File: config.mk
export PLATFORM = sky130hd
export DESIGN_NAME = booth_mul_seq
export DESIGN_NICKNAME = d
export VERILOG_FILES = /design/src/rtl/mul_pkg.sv /design/src/rtl/booth_addsub.sv /design/src/rtl/booth_mul_seq.sv
export SDC_FILE = /design/constraint.sdc
export NUM_CORES = 1
export LEC_CHECK = 0
export ABC_CLOCK_PERIOD_IN_PS = 6600
export BUFFER_PORTS_ARGS = -buffer_cell sky130_fd_sc_hd__buf_2
export CORE_MARGIN = 5
export CORE_UTILIZATION = 55
export CTS_CLUSTER_DIAMETER = 30
export DETAILED_ROUTE_END_ITERATION = 6
export PLACE_DENSITY = 0.79
export SLEW_MARGIN = 5
export SYNTH_ARGS = -nofsm -noshare
export SYNTH_HDL_FRONTEND = slang
export SYNTH_SLANG_ARGS = --single-unit
File: constraint.sdc
create_clock -name clk -period 6.6 [get_ports clk]
set_input_delay 0.66 -clock clk [delete_from_list [all_inputs] [get_ports clk]]
set_output_delay 0.66 -clock clk [all_outputs]
set_load 0.02 [all_outputs]
File: src/rtl/mul_pkg.sv
// Shared types and constants for the sequential Booth multiplier.
package mul_pkg;

  localparam int unsigned MUL_WIDTH = 32;

  // Booth recoding of {Q[0], q_m1}
  localparam logic [1:0] BOOTH_NOP = 2'b00;
  localparam logic [1:0] BOOTH_ADD = 2'b01;
  localparam logic [1:0] BOOTH_SUB = 2'b10;

  typedef enum logic {
    IDLE = 1'b0,
    RUN  = 1'b1
  } state_t;

  function automatic int unsigned count_width(input int unsigned iters);
    return $clog2(iters + 1);
  endfunction

endpackage

File: src/rtl/booth_addsub.sv
// Combinational W-bit add/subtract built from 4-bit carry-lookahead slices.
module booth_addsub #(
  parameter int unsigned W = 33
) (
  input  logic [W-1:0] i_a,
  input  logic [W-1:0] i_b,
  input  logic         i_sub,
  output logic [W-1:0] o_sum
);

  localparam int unsigned NS = (W + 3) / 4;
  localparam int unsigned PW = NS * 4;

  logic [W-1:0]  w_b_eff;
  logic [PW-1:0] w_a;
  logic [PW-1:0] w_b;
  logic [PW-1:0] w_s;
  logic [NS:0]   w_c;
  logic          w_unused;

  // Subtraction is A + ~B + 1, the +1 entering as slice-0 carry-in
  assign w_b_eff = i_sub ? ~i_b : i_b;
  assign w_a     = PW'(i_a);
  assign w_b     = PW'(w_b_eff);
  assign w_c[0]  = i_sub;

  for (genvar s = 0; s < NS; s++) begin : g_cla
    logic [3:0] w_g;
    logic [3:0] w_p;
    logic [3:0] w_cc;

    assign w_g     = w_a[4*s +: 4] & w_b[4*s +: 4];
    assign w_p     = w_a[4*s +: 4] ^ w_b[4*s +: 4];
    assign w_cc[0] = w_c[s];
    assign w_cc[1] = w_g[0] | (w_p[0] & w_c[s]);
    assign w_cc[2] = w_g[1] | (w_p[1] & w_g[0]) | (w_p[1] & w_p[0] & w_c[s]);
    assign w_cc[3] = w_g[2] | (w_p[2] & w_g[1]) | (w_p[2] & w_p[1] & w_g[0])
                   | (w_p[2] & w_p[1] & w_p[0] & w_c[s]);
    assign w_c[s+1] = w_g[3] | (w_p[3] & w_g[2]) | (w_p[3] & w_p[2] & w_g[1])
                    | (w_p[3] & w_p[2] & w_p[1] & w_g[0])
                    | (w_p[3] & w_p[2] & w_p[1] & w_p[0] & w_c[s]);
    assign w_s[4*s +: 4] = w_p ^ w_cc;
  end

  assign o_sum    = w_s[W-1:0];
  assign w_unused = ^{w_s, w_c[NS]};

endmodule

File: src/rtl/booth_mul_seq.sv
// Sequential radix-2 Booth multiplier with start/busy/done handshake.
// Optional MUL_SIGN_SEL_EN adds signed_op for unsigned/signed selection.
module booth_mul_seq
  import mul_pkg::*;
#(
  parameter int unsigned WIDTH = MUL_WIDTH
) (
  input  logic             clk,
  input  logic             clr,
  input  logic             start,
`ifdef MUL_SIGN_SEL_EN
  input  logic             signed_op,
`endif
  input  logic [WIDTH-1:0] multiplicand,
  input  logic [WIDTH-1:0] multiplier,
  output logic             busy,
  output logic             done,
  output logic [WIDTH-1:0] hi,
  output logic [WIDTH-1:0] lo
);

  localparam int unsigned AW = WIDTH + 1;
`ifdef MUL_SIGN_SEL_EN
  localparam int unsigned QW   = WIDTH + 1;
  localparam int unsigned ITER = WIDTH + 1;
`else
  localparam int unsigned QW   = WIDTH;
  localparam int unsigned ITER = WIDTH;
`endif
  localparam int unsigned CW = count_width(ITER);

  state_t         r_state, w_state_nxt;
  logic [AW-1:0]  r_a, w_a_nxt;
  logic [AW-1:0]  r_m, w_m_nxt;
  logic [QW-1:0]  r_q, w_q_nxt;
  logic           r_qm1, w_qm1_nxt;
  logic [CW-1:0]  r_count, w_count_nxt;
  logic           r_busy, w_busy_nxt;
  logic           r_done, w_done_nxt;
  logic [WIDTH-1:0] r_hi, w_hi_nxt;
  logic [WIDTH-1:0] r_lo, w_lo_nxt;

  logic [1:0]       w_sel;
  logic             w_sub;
  logic [AW-1:0]    w_sum;
  logic [AW-1:0]    w_acc;
  logic [AW-1:0]    w_a_sh;
  logic [QW-1:0]    w_q_sh;
  logic [AW-1:0]    w_m_ld;
  logic [QW-1:0]    w_q_ld;
  logic [WIDTH-1:0] w_hi_res;
  logic [WIDTH-1:0] w_lo_res;

  assign w_sel = {r_q[0], r_qm1};
  assign w_sub = (w_sel == BOOTH_SUB);

  booth_addsub #(.W(AW)) u_addsub (
    .i_a   (r_a),
    .i_b   (r_m),
    .i_sub (w_sub),
    .o_sum (w_sum)
  );

  assign w_acc  = ((w_sel == BOOTH_ADD) || (w_sel == BOOTH_SUB)) ? w_sum : r_a;
  assign w_a_sh = {w_acc[AW-1], w_acc[AW-1:1]};
  assign w_q_sh = {w_acc[0], r_q[QW-1:1]};

`ifdef MUL_SIGN_SEL_EN
  // Unsigned operands become non-negative (WIDTH+1)-bit signed values
  assign w_m_ld   = {signed_op & multiplicand[WIDTH-1], multiplicand};
  assign w_q_ld   = {signed_op & multiplier[WIDTH-1], multiplier};
  assign w_hi_res = {w_a_sh[WIDTH-2:0], w_q_sh[WIDTH]};
  assign w_lo_res = w_q_sh[WIDTH-1:0];
`else
  assign w_m_ld   = {multiplicand[WIDTH-1], multiplicand};
  assign w_q_ld   = multiplier;
  assign w_hi_res = w_a_sh[WIDTH-1:0];
  assign w_lo_res = w_q_sh;
`endif

  // Next-state and datapath update
  always_comb begin
    w_state_nxt = r_state;
    w_a_nxt     = r_a;
    w_m_nxt     = r_m;
    w_q_nxt     = r_q;
    w_qm1_nxt   = r_qm1;
    w_count_nxt = r_count;
    w_busy_nxt  = r_busy;
    w_done_nxt  = 1'b0;
    w_hi_nxt    = r_hi;
    w_lo_nxt    = r_lo;
    case (r_state)
      IDLE: begin
        if (start) begin
          w_a_nxt     = '0;
          w_m_nxt     = w_m_ld;
          w_q_nxt     = w_q_ld;
          w_qm1_nxt   = 1'b0;
          w_count_nxt = '0;
          w_busy_nxt  = 1'b1;
          w_state_nxt = RUN;
        end
      end
      RUN: begin
        w_a_nxt     = w_a_sh;
        w_q_nxt     = w_q_sh;
        w_qm1_nxt   = r_q[0];
        w_count_nxt = r_count + CW'(1);
        if (r_count == CW'(ITER - 1)) begin
          w_hi_nxt    = w_hi_res;
          w_lo_nxt    = w_lo_res;
          w_done_nxt  = 1'b1;
          w_busy_nxt  = 1'b0;
          w_state_nxt = IDLE;
        end
      end
      default: w_state_nxt = IDLE;
    endcase
  end

  always_ff @(posedge clk or posedge clr) begin
    if (clr) begin
      r_state <= IDLE;
      r_a     <= '0;
      r_m     <= '0;
      r_q     <= '0;
      r_qm1   <= 1'b0;
      r_count <= '0;
      r_busy  <= 1'b0;
      r_done  <= 1'b0;
      r_hi    <= '0;
      r_lo    <= '0;
    end else begin
      r_state <= w_state_nxt;
      r_a     <= w_a_nxt;
      r_m     <= w_m_nxt;
      r_q     <= w_q_nxt;
      r_qm1   <= w_qm1_nxt;
      r_count <= w_count_nxt;
      r_busy  <= w_busy_nxt;
      r_done  <= w_done_nxt;
      r_hi    <= w_hi_nxt;
      r_lo    <= w_lo_nxt;
    end
  end

  assign busy = r_busy;
  assign done = r_done;
  assign hi   = r_hi;
  assign lo   = r_lo;

endmodule

==> impl_metrics.ini <==
[outcome]
status = complete, no violations

[sta]
worst_slew_margin_rel_pct = 33.43
grt_setup_unrepaired = false
tns_ps = 0
tightest_slew_ps = 998.5
fmax_ghz = 0.2260
final-setup-viol-count = 0
worst_hold_slack_ps = 244.5
min_period_over_period_pct = 67.05
layout_min_cycle_time_ps = 4426
slew_viol_final = 0
skew_ps = 11.56
hold_viol = 0

[global_route]
grt_pass1_vias = 6729
antenna_found_initial = 0
grt_pass1_wl_um = 33810
grt-ovfl-total = 0
grt_max_degree = 79
grt_usage_pct = 22.86

[clock_network]
tritoncts = built
cts_sinks = 170
cts_buffers = 17
clock_latency_ps = 430
cts_max_level = 4
path_clk_slew_ps = 70
cts_resized = 0
post_cts_buffers = 0
clk_path_buf_depth = 2
holdBufCountCts = 0
cts-root-buf = clkbuf_16

[power]
p_leak_nw = 5.434
power.total_w = 0.006527
peakVddDrop_v = 0.0002781
power_density_nw_per_um2 = 642.1

[detailed_routing]
via_per_inst = 5.346
vias = 6902
wl_per_cell_um = 15.43
postRouteAntennaNets = 0
drt-pass1-iter-count = 5
drc_errors = 0
drt_iter0_drc = 389
totalWireLength_um = 19920

[yosys]
synthAdderAreaFrac_pct = 6.428
ys_warn_count = 0
synth_edf_count = 0
synth.most_common_cell = nand2_1
syn-cell-area_um2 = 8798
netlist.area_leader.share_pct = 48.35
synth_flop_cell = dfrtp_1
yosysTopAreaCell = dfrtp_1
ys_types = 52
synth-seq-area-share_pct = 48.35
synth_seq_cells = 170
synth_compound_area_share_pct = 10.96
avgSynthCellArea_um2 = 9.194
syn_inst = 957
synth_nets = 1065
synth_xor_area_share_pct = 5.276
synth_common_cells = 319 x nand2_1, 170 x dfrtp_1, 70 x o21ai_0
yosys-mux-area-fraction_pct = 6.641
synthArstFlopShare_pct = 100.0
synth_top_family_by_area = simple AND/OR/NAND/NOR gates
synth.area.top_cells = dfrtp_1 48%, nand2_1 14%, mux2i_1 5.2%
synth-simple-area-share_pct = 19.43

[setup_path]
slowest_stage = ha_2
crit_type = flop to flop
reg2regPathDepth = 14
cp_common_cell = nand2_1
critical_path_buf_inv_count = 1
crit_path_cell_trace = inv_1 > ha_2 > xor2_1 > ha_1 > nand2_1 > nor3_1 > nand3_1 > a31oi_1 > a41oi_1 > o21bai_1 > fa_1 > mux2_2 > nand2_1 > o21ai_0
critPathTopFamily = adder cells
critPathLaunchType = flop
crit_path_max_fanout = 35
cp.depth = 14
critical_path_required_ps = 6870
critPathMaxStageDelay_ps = 850
critPathArrivalTime_ps = 4700
critPathCaptureType = flop

[hold_path]
hold_path.class = primary input to async pin

[layout]
stdcell_count = 1291
syn2layout_area_growth_pct = 15.54
drive_gt1_share_pct = 18.70
n_fill_cell = 1329
num_antenna_cells = 0
final_nets = 1171
fin_area_um2 = 10170

[floorplanning]
start_util_pct = 55.79
io_pins = 133
coreArea_um2 = 15770
die_w_um = 136.5
fp.dieH_um = 136.5
dieArea_um2 = 18630
rows = 46

[place]
place_area_um2 = 9608
gp_congestion = 0.9252
dp_hpwl_um = 13840
dpl.cell_count = 1260
io_buffer_count = 132

[flow_run]
drv_cap = 0
-- sequential cells by signal, indices dropped and copies added, names as in the netlist --
register / flops
r_state: 1
busy: 1
r_a: 32
hi: 32
r_qm1: 1
done: 1
r_count: 6
lo: 32
r_q: 32
r_m: 32
-- through the flow --
stage / utilization (%) / worst slack [ps]
after floorplan: - / 1337
after global placement: 60.93 / 2376
after detailed placement: 60.93 / 2217
after CTS: 64.46 / 2204
after global routing: 64.46 / 1880
final: 64.46 / 2174
-- cell families (layout without fill, tap and decap cells) --
| kind of cell | count (synthesis) | count (layout) |
|---|---|---|
| AND/OR/NAND/NOR | 412 | 412 |
| AO/OA/AOI/OAI | 156 | 156 |
| flip-flops | 170 | 170 |
| XOR/XNOR | 53 | 53 |
| buffers and inverters | 68 | 186 |
| adder cells (fa/ha/maj) | 41 | 41 |
| multiplexers | 57 | 57 |
-- path summary, 6_finish.rpt --
check	endpoint	slack, ps	from
worst max-delay path	r_a[23]$_DFFE_PP0P_	2170	r_qm1$_DFFE_PP0P_
min in group clk	r_m[20]$_DFFE_PP0P_	420	multiplicand[20]
worst min register to register	hi[19]$_DFFE_PP0P_	470	hi[19]$_DFFE_PP0P_
worst max register to register	r_a[23]$_DFFE_PP0P_	2170	r_qm1$_DFFE_PP0P_
worst min-delay path	done$_DFF_PP0_	240	clr
max in group asynchronous	r_state$_DFF_PP0_	5110	clr
-- where the power goes --
group	total (W)	switching, W	internal [W]
Combinational	0.00365	0.00214	0.00151
Sequential	0.00193	0.000381	0.00154
Clock	0.000951	0.000421	0.000530
Total	0.00653	0.00294	0.00359
-- per-layer routing --
layer  wire length [um]  global-route usage [%]  part of all wire (%)
met5                  0                       0                     0
met4                163                   4.983                  0.82
met3               1031                   4.700                   5.2
met2               9131                   35.16                    46
met1               9597                   33.66                    48
-- layout make-up --
cell class                      instances  area, um^2  area share [%]
Clock inverter                         13       118.9           1.169
Inverter                               15       61.31          0.6031
Tap cell                              216       270.3           2.658
Clock buffer                           18       439.2           4.320
Sequential cell                       170        4258           41.88
Multi-Input combinational cell        719        4298           42.28
Timing Repair Buffer                  140       720.7           7.089
-- layout by cell type, fill, tap and decap left out, drive strengths merged, types with 4 or more instances in the layout --
master,count
nand2,319
dfrtp,170
buf,140
o21ai,82
mux2i,46
xor2,39
ha,34
nor2,30
a21oi,28
nand2b,19
clkbuf,18
inv,18
xnor2,14
mux2,11
a21o,10
a31oi,9
nand3,9
nor3,8
clkinv,8
nor3b,7
fa,7
a211oi,5
nand4,4
o31ai,4
or3,4
and3,4
No activity file was read; power rests on OpenSTA's default activity.
